===== config.mk =====
export PLATFORM = sky130hd
export DESIGN_NAME = uart_receiver
export DESIGN_NICKNAME = d
export VERILOG_FILES = /design/src/rtl/uart_receiver.sv
export SDC_FILE = /design/constraint.sdc
export NUM_CORES = 1
export LEC_CHECK = 0
export BUFFER_PORTS_ARGS = -buffer_cell sky130_fd_sc_hd__buf_2
export CORE_MARGIN = 5
export CORE_UTILIZATION = 47
export CTS_CLUSTER_SIZE = 40
export DETAILED_ROUTE_END_ITERATION = 8
export PLACE_DENSITY = 0.64
export SLEW_MARGIN = 10
export SYNTH_ARGS = -nofsm -noshare
export SYNTH_HDL_FRONTEND = slang
export SYNTH_SLANG_ARGS = --single-unit

===== constraint.sdc =====
create_clock -name clk -period 2.2 [get_ports clk]
set_input_delay 0.22 -clock clk [delete_from_list [all_inputs] [get_ports clk]]
set_output_delay 0.22 -clock clk [all_outputs]
set_load 0.01 [all_outputs]

===== src/rtl/uart_receiver.sv =====
// 8N1 UART receiver: synchronised serial input, mid-bit sampling, registered
// rx_valid / frame_err pulses and a held output byte.
module uart_receiver #(
  parameter int unsigned CLKS_PER_BIT = 10417
) (
  input  logic       clk,
  input  logic       reset,
  input  logic       RxD,
  output logic [7:0] data,
  output logic       rx_valid,
  output logic       frame_err,
  output logic       busy
);

  localparam logic [15:0] HALF_LAST = 16'(CLKS_PER_BIT / 2 - 1);
  localparam logic [15:0] FULL_LAST = 16'(CLKS_PER_BIT - 1);

  typedef enum logic [2:0] {
    IDLE,
    START,
    DATA,
    STOP,
    WAIT_HIGH
  } state_e;

  state_e      state_q, state_d;
  logic        rxMeta_q, rxSync_q;
  logic [15:0] bitCnt_q, bitCnt_d;
  logic [2:0]  bitIdx_q, bitIdx_d;
  logic [7:0]  shiftReg_q, shiftReg_d;
  logic [7:0]  data_q, data_d;
  logic        rxValid_q, rxValid_d;
  logic        frameErr_q, frameErr_d;
  logic        halfDone, fullDone;

  // The raw line only ever feeds the first synchroniser flop; it idles high.
  always_ff @(posedge clk or negedge reset) begin
    if (!reset) begin
      rxMeta_q <= 1'b1;
      rxSync_q <= 1'b1;
    end else begin
      rxMeta_q <= RxD;
      rxSync_q <= rxMeta_q;
    end
  end

  assign halfDone = (bitCnt_q == HALF_LAST);
  assign fullDone = (bitCnt_q == FULL_LAST);

  always_ff @(posedge clk or negedge reset) begin
    if (!reset) begin
      state_q <= IDLE;
    end else begin
      state_q <= state_d;
    end
  end

  always_comb begin
    state_d = state_q;
    case (state_q)
      IDLE:      if (!rxSync_q) state_d = START;
      START:     if (halfDone) state_d = rxSync_q ? IDLE : DATA;
      DATA:      if (fullDone && (bitIdx_q == 3'd7)) state_d = STOP;
      STOP:      if (fullDone) state_d = rxSync_q ? IDLE : WAIT_HIGH;
      WAIT_HIGH: if (rxSync_q) state_d = IDLE;
      default:   state_d = IDLE;
    endcase
  end

  // Counter restarts on every transition and at each data bit boundary, so it
  // never passes FULL_LAST and cannot wrap.
  always_comb begin
    bitCnt_d   = bitCnt_q;
    bitIdx_d   = bitIdx_q;
    shiftReg_d = shiftReg_q;
    data_d     = data_q;
    rxValid_d  = 1'b0;
    frameErr_d = 1'b0;

    if (state_d != state_q) begin
      bitCnt_d = 16'd0;
    end else if ((state_q == START) || (state_q == DATA) || (state_q == STOP)) begin
      bitCnt_d = fullDone ? 16'd0 : bitCnt_q + 16'd1;
    end else begin
      bitCnt_d = 16'd0;
    end

    case (state_q)
      START: begin
        bitIdx_d = 3'd0;
      end
      DATA: begin
        if (fullDone) begin
          shiftReg_d[bitIdx_q] = rxSync_q;
          bitIdx_d             = bitIdx_q + 3'd1;
        end
      end
      STOP: begin
        if (fullDone) begin
          if (rxSync_q) begin
            data_d    = shiftReg_q;
            rxValid_d = 1'b1;
          end else begin
            frameErr_d = 1'b1;
          end
        end
      end
      default: begin
        bitIdx_d = bitIdx_q;
      end
    endcase
  end

  always_ff @(posedge clk or negedge reset) begin
    if (!reset) begin
      bitCnt_q   <= 16'd0;
      bitIdx_q   <= 3'd0;
      shiftReg_q <= 8'h00;
      data_q     <= 8'h00;
      rxValid_q  <= 1'b0;
      frameErr_q <= 1'b0;
    end else begin
      bitCnt_q   <= bitCnt_d;
      bitIdx_q   <= bitIdx_d;
      shiftReg_q <= shiftReg_d;
      data_q     <= data_d;
      rxValid_q  <= rxValid_d;
      frameErr_q <= frameErr_d;
    end
  end

  always_comb begin
    busy      = (state_q != IDLE);
    data      = data_q;
    rx_valid  = rxValid_q;
    frame_err = frameErr_q;
  end

endmodule


==> results by group, run 1 <==
Pwr
  • PwrDens: 531 mW/mm²
  • LEAKAGE: 1.14 nW
  • Worst VDD drop: ~410 µV

Synthesis
  • Top cells by count, synth: dfrtp_1, nand2_1, nor2_1
  • Post-synth ARST share: 1.00
  • Synth Warn #: 0
  • Most frequent cell after synthesis: dfrtp_1
  • Synth Instances: a little under 200
  • Mapped cell area: 0.00219 mm²
  • Synth Area in Compound Gates: 0.0549
  • Synthesized Nets: 200
  • Synth Area in Adders: 0.0229
  • Yosys reg bits: 42
  • Synth top area share: 0.458
  • Area leader, netlist: dfrtp_1
  • Synthesized area per cell: 11.3 µm²
  • Post-synthesis xor/xnor area fraction: 0.0400
  • Post-synthesis mux area share: 0.0973
  • Netlist cell types: 46
  • Top post-synthesis cells by area: dfrtp_1, mux2_4, xor2_1, mux2_2, dfstp_2
  • Post-synth EDFFs: 0
  • Largest family of logic cells by synthesized area: simple AND/OR/NAND/NOR gates
  • Post-synth top flop: dfrtp_1
  • Sequential-to-total area share from yosys stat: 0.482
  • Simple-gate share of the synthesized area: 0.272

Clock network
  • CTS tree: built
  • Clk sinks: 42
  • CTS Buf Count: 5
  • CTS root buf: clkbuf_8
  • Setup Fix Bufs, Post-CTS: 0
  • Max clock buf depth: 2
  • Worst-path clk slew: 0.09 ns
  • H-tree levels: 2
  • Clk_lat worst skew: 0.30 ns

Floorplanning
  • Width of the die: 78.2 µm
  • Die H: between 70 and 80 µm
  • Core Rows: 24
  • CORE AREA: 0.00444 mm²
  • IO Pins: 14
  • Die ar.: ~0.0061 mm²
  • Initial Util: 0.492

Routing
  • Drt pass-1 iters: 4
  • Final WL: roughly 4300 µm
  • Uppermost routed layer: met4
  • Drc violations: 0
  • Met3 Wirelength: 235 µm
  • DR WL met2: between 1500 and 2000 µm
  • WL met1: 2060 µm
  • DRT antenna net count: 0
  • Vias/cell: 5.94
  • DR iter-0 viols: 150
  • Drt wl/cell: 16.3 µm
  • DR vias: 1,567

Timing
  • Fmax: between 400 and 500 MHz
  • Min cycle time layout: 2.05 ns
  • Setup_tns: 0 ns
  • RSZ-0062 raised after global routing: no
  • Slew Limit Fails: 0
  • Fraction of the cycle the final worst path needs: 0.930
  • Final setup fails: 0
  • Worst Skew: 0.0166 ns
  • Relative slew slack: 0.395
  • Total count of hold-check failures in the final report: 0
  • Measured slew at the worst slew-check pin: 0.908 ns
  • Hold WS: roughly 0.025 ns

Setup path
  • WP buf/inv: 1
  • Crit path launch: bitCnt_q[0]
  • Crit. End Element: flip-flop
  • CP cell instances: inv_1 -> ha_1 -> and4b_1 -> nand4_4 -> nor4b_1 -> mux2_2
  • Maximum net fanout on the critical path: 15
  • Worst Setup Path Type: reg -> reg
  • CP top delay family: simple AND/OR/NAND/NOR gates
  • CP max stage delay: approximately 0.43 ns
  • Req. time, crit path: 2.39 ns
  • Startpoint Class: flip-flop
  • Crit Reg-Reg Startpoint: bitCnt_q[0]
  • Worst EP arrival: 2.24 ns
  • Worst path slowest cell: dfrtp_1

Hold path
  • Worst hold start: RxD
  • HP Class: in -> reg

Finish
  • Post-route insts no fill: 264
  • Layout cell share with drive strength beyond 1: 0.231
  • Inserted Diodes: 0
  • Area growth, synth to finish: 9.90%
  • Fillers: between 300 and 400
  • Nets@finish: 218

Place
  • IO buf count: 13
  • Placed insts: 256
  • Placer's final routability congestion estimate: ~0.88
  • Final HPWL DP: 3020 µm

GRT
  • Total GRT Usage: 0.154
  • First-pass GRT wire length: 7630 µm
  • Largest net degree at the start of global routing: 43
  • Vias in the first global route: 1,594
  • Initial antenna violation count: 0
  • Overflow after GRT: 0

Status
  • Status: finished clean

Run
  • Maxcap violations: 0
## path summary, 6_finish.rpt
path                            endpoint  slack [ns]  depth (start not counted)
max in group asynchronous        data[0]        1.58                          1
hold reg to reg                 rxSync_q        0.36                          0
min in group asynchronous      frame_err        0.05                          1
setup / recovery           shiftReg_q[0]        0.15                          6
hold / removal                  rxMeta_q        0.03                          1
setup reg to reg           shiftReg_q[0]        0.15                          6
## logic make-up after synthesis
logic type,Yosys count
XOR/XNOR,10
AND/OR/NAND/NOR,88
flip-flops,42
AO/OA/AOI/OAI,19
multiplexers,17
adder cells (fa/ha/maj),4
buffers and inverters,13
## per-layer routing
metal / track usage / vias up
met1: 0.219 / 778
li1: - / 749
met4: 0.0490 / 0
met2: 0.229 / 33
met5: 0 / -
met3: 0.0446 / 7
## cells in the final DEF (no fill, tap or decap), types with 2 or more instances in the layout
| cell type | synthesis | layout |
|---|---|---|
| nor4_2 | 0 | 2 |
| nand4_1 | 7 | 7 |
| or3_1 | 4 | 4 |
| a22oi_1 | 2 | 2 |
| buf_2 | 1 | 13 |
| ha_1 | 4 | 4 |
| nand3_1 | 9 | 9 |
| o31ai_1 | 2 | 2 |
| or4_1 | 2 | 2 |
| mux2_4 | 6 | 6 |
| o211ai_1 | 4 | 4 |
| nor3b_1 | 2 | 2 |
| o21ai_0 | 3 | 3 |
| xnor2_1 | 2 | 2 |
| nor4_1 | 4 | 2 |
| mux2_2 | 6 | 6 |
| clkinv_2 | 0 | 2 |
| nor4_4 | 2 | 2 |
| xor2_1 | 8 | 8 |
| dfstp_2 | 2 | 2 |
| nand2_1 | 12 | 12 |
| clkbuf_8 | 0 | 5 |
| nor3_1 | 7 | 7 |
| and3_1 | 4 | 4 |
| dfrtp_1 | 40 | 40 |
| buf_4 | 1 | 5 |
| a21oi_1 | 6 | 6 |
| and2_1 | 2 | 2 |
| nor2_1 | 11 | 11 |
| and4_1 | 4 | 4 |
| inv_1 | 6 | 6 |
| nor4bb_1 | 5 | 5 |
| nand2b_1 | 3 | 3 |
| mux2_1 | 4 | 4 |
## state kept, by name, summed over array words and instances (netlist names)
name and count:
data 8, state_q 3, bitCnt_q 16, shiftReg_q 8, frame_err 1, rxMeta_q 1
bitIdx_q 3, rxSync_q 1, rx_valid 1
## where the power goes
part	switching (mW)	leakage (nW)	internal (mW)	total [mW]
Sequential	0.00332	0.565	0.775	0.778
Combinational	0.0150	0.530	0.00220	0.0172
Clock	0.261	0.0450	0.220	0.481
Total	0.280	1.14	0.997	1.28
## worst reg2reg max path: cells and delay by family (launching register included)
kind,cells,cell delay (ns)
mux,1,0.37
buf+inv,1,0.08
fa+ha+maj,1,0.15
simple gates,3,0.93
flops,1,0.43
## through the flow
step	total power [mW]	area (µm²)	util	setup WS, ns
CTS	1.29	2390	0.538	0.119
floorplan	0.794	2190	-	0.370
global placement	0.811	2310	0.519	0.234
global route	1.33	2400	0.541	0.0109
finish	1.28	2400	0.541	0.154
detailed placement	0.812	2310	0.519	0.103
## layout make-up
type,count,area [µm²],area share
Inverter,6,22.5,0.00937
Tap cell,52,65.1,0.0271
Clock buffer,6,72.6,0.0302
Sequential cell,42,1050,0.438
Timing Repair Buffer,18,103,0.0427
Clock inverter,2,10.0,0.00416
Multi-Input combinational cell,138,1080,0.448
## repair_timing
action | 4_1_cts | 5_1_grt
hold buffers | 0 | 0
setup endpoints to repair | 0 | 2
resized for setup | 0 | 2
(Power assumes the default switching activity.)
==> run 2: changes to the inputs <==
- ABC_AREA: default -> 1
==> run 2 against run 1 <==
Clock power grew 51%. First-iteration DRC count shrank 27%. Setup slack better by 0.25 ns. Cell count grew 31%. Hold slack got worse by 0.0098 ns. Non-clock buffer count is 2 lower. Total power grew 19%. Critical path depth is 4 higher. Area after synthesis decreased by 0.74%. Maximum frequency is 14% higher. Sequential share of layout area is 1.0 points lower. Utilization increased by 1.6 points. Largest cell class is now flip-flops and latches.
==> results by group, run 2 <==
Status
  • Status: finished clean

Clock network
  • CTS tree: built
  • Max clock buf depth: 2 (unchanged)
  • Clk sinks: 42 (unchanged)
  • Clk_lat worst skew: 0.30 ns (about the same)
  • CTS root buf: clkbuf_8
  • H-tree levels: 2 (unchanged)
  • CTS Buf Count: 5 (unchanged)
  • Post-CTS Resized: 0 (unchanged)
  • Worst-path clk slew: 0.08 ns (about the same)

GRT
  • Vias in the first global route: 1,647 (+3.3%)
  • Overflow after GRT: 0 (unchanged)
  • Met3 GRT Util: 0.0266 (-0.0180)
  • Met2 usage: 0.220 (-0.00906)
  • Total GRT Usage: 0.152 (-0.00226)
  • Largest net degree at the start of global routing: 18 (-58%)
  • GR peak layer: met1
  • Met1 Usage GRT: 0.229 (+0.0101)
  • Initial antenna violation count: 0 (unchanged)
  • First-pass GRT wire length: 7620 µm (about the same)

Routing
  • Drt pass-1 iters: 5 (+1)
  • DR iter-0 viols: 110 (-27%)
  • Drt wl/cell: 12.7 µm (-22%)
  • Drc violations: 0 (unchanged)
  • DR vias: 1,765 (+13%)
  • Final WL: 4400 µm (+2.5%)
  • Vias/cell: 5.10 (-14%)
  • DRT antenna net count: 0 (unchanged)

Synthesis
  • Synth top area share: 0.461 (+0.00343)
  • Post-synth ARST share: 1.00 (unchanged)
  • Synthesized area per cell: 8.01 µm² (-29%)
  • Sequential-to-total area share from yosys stat: 0.485 (+0.00361)
  • Yosys reg bits: 42 (unchanged)
  • Post-synth EDFFs: 0 (unchanged)
  • Synth Instances: 271 (+40%)
  • Top cells by count, synth: nand2_1, dfrtp_1, nor2_1
  • Mapped cell area: 0.00217 mm² (-0.74%)
  • Most frequent cell after synthesis: nand2_1
  • Post-synth top flop: dfrtp_1
  • Top post-synthesis cells by area: dfrtp_1, nand2_1, nor2_1, nand3_1, inv_1
  • Netlist cell types: 31 (-33%)
  • Synthesized Nets: 278 (+39%)
  • Synth Warn #: 0 (unchanged)
  • Area leader, netlist: dfrtp_1

Floorplanning
  • CORE AREA: 0.00441 mm² (-0.68%)
  • Width of the die: 78.0 µm (-0.33%)
  • Core Rows: 24 (unchanged)
  • Initial Util: 0.492 (about the same)
  • IO Pins: 14 (unchanged)
  • Die ar.: 0.00608 mm² (-0.65%)
  • Die H: 78.0 µm (-0.33%)

Hold path
  • Number of cells on the worst hold path: 1 (unchanged)
  • Worst hold start: RxD
  • HP Class: in -> reg
  • Worst hold endpoint: rxMeta_q

Place
  • IO buf count: 13 (unchanged)
  • Area after DPL: 0.00231 mm² (+0.16%)
  • Placer's final routability congestion estimate: 0.853 (-3.1%)
  • Final HPWL DP: 3310 µm (+9.4%)

Timing
  • Fraction of the cycle the final worst path needs: 0.815 (-0.116)
  • Setup_tns: 0 ns (unchanged)
  • Fmax: 558 MHz (+14%)
  • Relative slew slack: 0.781 (+0.386)
  • RSZ-0062 raised after global routing: no
  • Min cycle time layout: 1.79 ns (-0.254 ns)
  • Slew Limit Fails: 0 (unchanged)
  • Final setup fails: 0 (unchanged)
  • Measured slew at the worst slew-check pin: 0.326 ns (-0.582 ns)
  • Total count of hold-check failures in the final report: 0 (unchanged)
  • Worst Skew: 0.00760 ns (-0.00899 ns)

Setup path
  • Req. time, crit path: 2.43 ns (+0.04 ns)
  • Most used cell along the critical path: nand2_1
  • Worst EP arrival: 2.03 ns (-0.21 ns)
  • Worst path slowest cell: dfrtp_1
  • CP top delay family: simple AND/OR/NAND/NOR gates
  • Worst R2R Path Depth: 10 (+4)
  • Worst Setup Path Type: reg -> reg
  • Setup slack, reg-to-reg: 0.41 ns (+0.25 ns)
  • Reg2reg end: data[4]
  • Startpoint Class: flip-flop
  • Crit Reg-Reg Startpoint: bitCnt_q[0]
  • Crit. End Element: flip-flop
  • CP cell instances: inv_1 -> ha_1 -> inv_1 -> nor2_1 -> nand2_1 -> nor2_1 -> nand4_2 -> clkinv_1 -> nand2_1 -> nand2_1
  • CP max stage delay: 0.41 ns (-0.02 ns)
  • WP buf/inv: 3 (+2)
  • Maximum net fanout on the critical path: 9 (-6)

Pwr
  • Part of the power in registers: 0.509 (-0.100)
  • Sw frac: 0.190 (-0.0287)
  • Clock group share of total power: 0.475 (+0.098)
  • Worst VDD drop: 335 µV (-18%)
  • PwrDens: 620 mW/mm² (+17%)
  • Pwr Total: 1.52 mW (+19%)
  • LEAKAGE: 1.30 nW (+14%)
  • Comb power frac: 0.015 (about the same)
  • Internal power: 1.23 mW (+24%)
  • P_sw: 0.290 mW (+3.7%)

Finish
  • Fillers: 418 (+8.6%)
  • Max reg flops: 16 (unchanged)
  • Inserted Diodes: 0 (unchanged)
  • Commonest non-fill, non-tap cell in the layout: nand2_1
  • Nets@finish: 300 (+38%)
  • Multi-input logic area: 986 µm² (-8.5%)
  • Layout cell share with drive strength beyond 1: 0.177 (-0.0543)
  • Register Area: 0.00105 mm² (unchanged)
  • Most frequent cells in the layout: nand2_1, dfrtp_1, nor2_1, inv_1, nand3_1
  • Area growth, synth to finish: 13.3%
  • Largest reg by FF count: bitCnt_q
  • Final Instance Area: 0.00246 mm² (+2.3%)

Run
  • Maxcap violations: 0 (unchanged)
[run 2: changes by cell type after synthesis, sizes merged, moves of 4 or more]
| cell | delta |
|---|---|
| or3 | -4 |
| nor3 | -5 |
| o21ai | +8 |
| inv | +26 |
| and4 | -4 |
| buf | -4 |
| nor4bb | -5 |
| nand3 | +17 |
| xor2 | -5 |
| and3 | -4 |
| nor2 | +35 |
| mux2 | -16 |
| nand2 | +63 |
[run 2: final cells by class]
cell class / count / share of cell area
well taps: 52 / 0.0264
multi-input cells: 194 / 0.401
inverters: 34 / 0.0519
clock inverters: 3 / 0.0280
flip-flops and latches: 42 / 0.428
clock buffers: 5 / 0.0280
repair buffers: 16 / 0.0366
[run 2: repair_timing]
action                                 in CTS  in global routing
setup buffers                               0                  0
endpoints found under the hold margin      11                  0
hold buffers                                1                  0
[run 2: power by group through the flow]
stage          clock network, mW  registers [mW]  logic [mW]
6_report                   0.725           0.776      0.0230
5_1_grt                    0.773           0.777      0.0275
4_1_cts                    0.741           0.776      0.0245
3_5_place_dp                   0           0.792      0.0232
3_3_place_gp                   0           0.792      0.0231
2_1_floorplan                  0           0.791     0.00170
[run 2: how the worst max path moves through the flow]
stage / startpoint / end / slack, ns / depth (start not counted)
floorplan: bitCnt_q[0] / bitCnt_q[12] / 0.64 / 13
detailed placement: bitCnt_q[0] / data[4] / 0.43 / 10
finish: bitCnt_q[0] / data[4] / 0.41 / 10
CTS: bitCnt_q[0] / data[4] / 0.39 / 10
global placement: bitCnt_q[0] / data[7] / 0.45 / 10
global route: bitCnt_q[0] / data[7] / 0.21 / 10
[run 2: per-layer routing]
metal	vias to the layer above	share of wire
met5	-	0
met4	0	0.010
met3	6	0.039
met2	41	0.43
met1	804	0.52
li1	914	-
[run 2: cells by family after synthesis]
logic type / count (synthesis) / synth area share
buffers and inverters: 35 / 0.0605
DFF: 42 / 0.485
AOI/OAI and AO/OA: 22 / 0.0571
xor gates and xnor gates: 4 / 0.0161
and+or+nand+nor: 164 / 0.358
adders and majority gates: 4 / 0.0231
[run 2: metrics by stage]
step                 util  hold slack [ns]  setup WS, ns  instances
global route        0.557          0.00507         0.208        346
detailed placement  0.524            0.133         0.431        337
floorplan               -          -0.0756         0.643        271
global placement    0.524            0.128         0.454        337
finish              0.557           0.0154         0.408        346
CTS                 0.557          0.00730         0.392        346
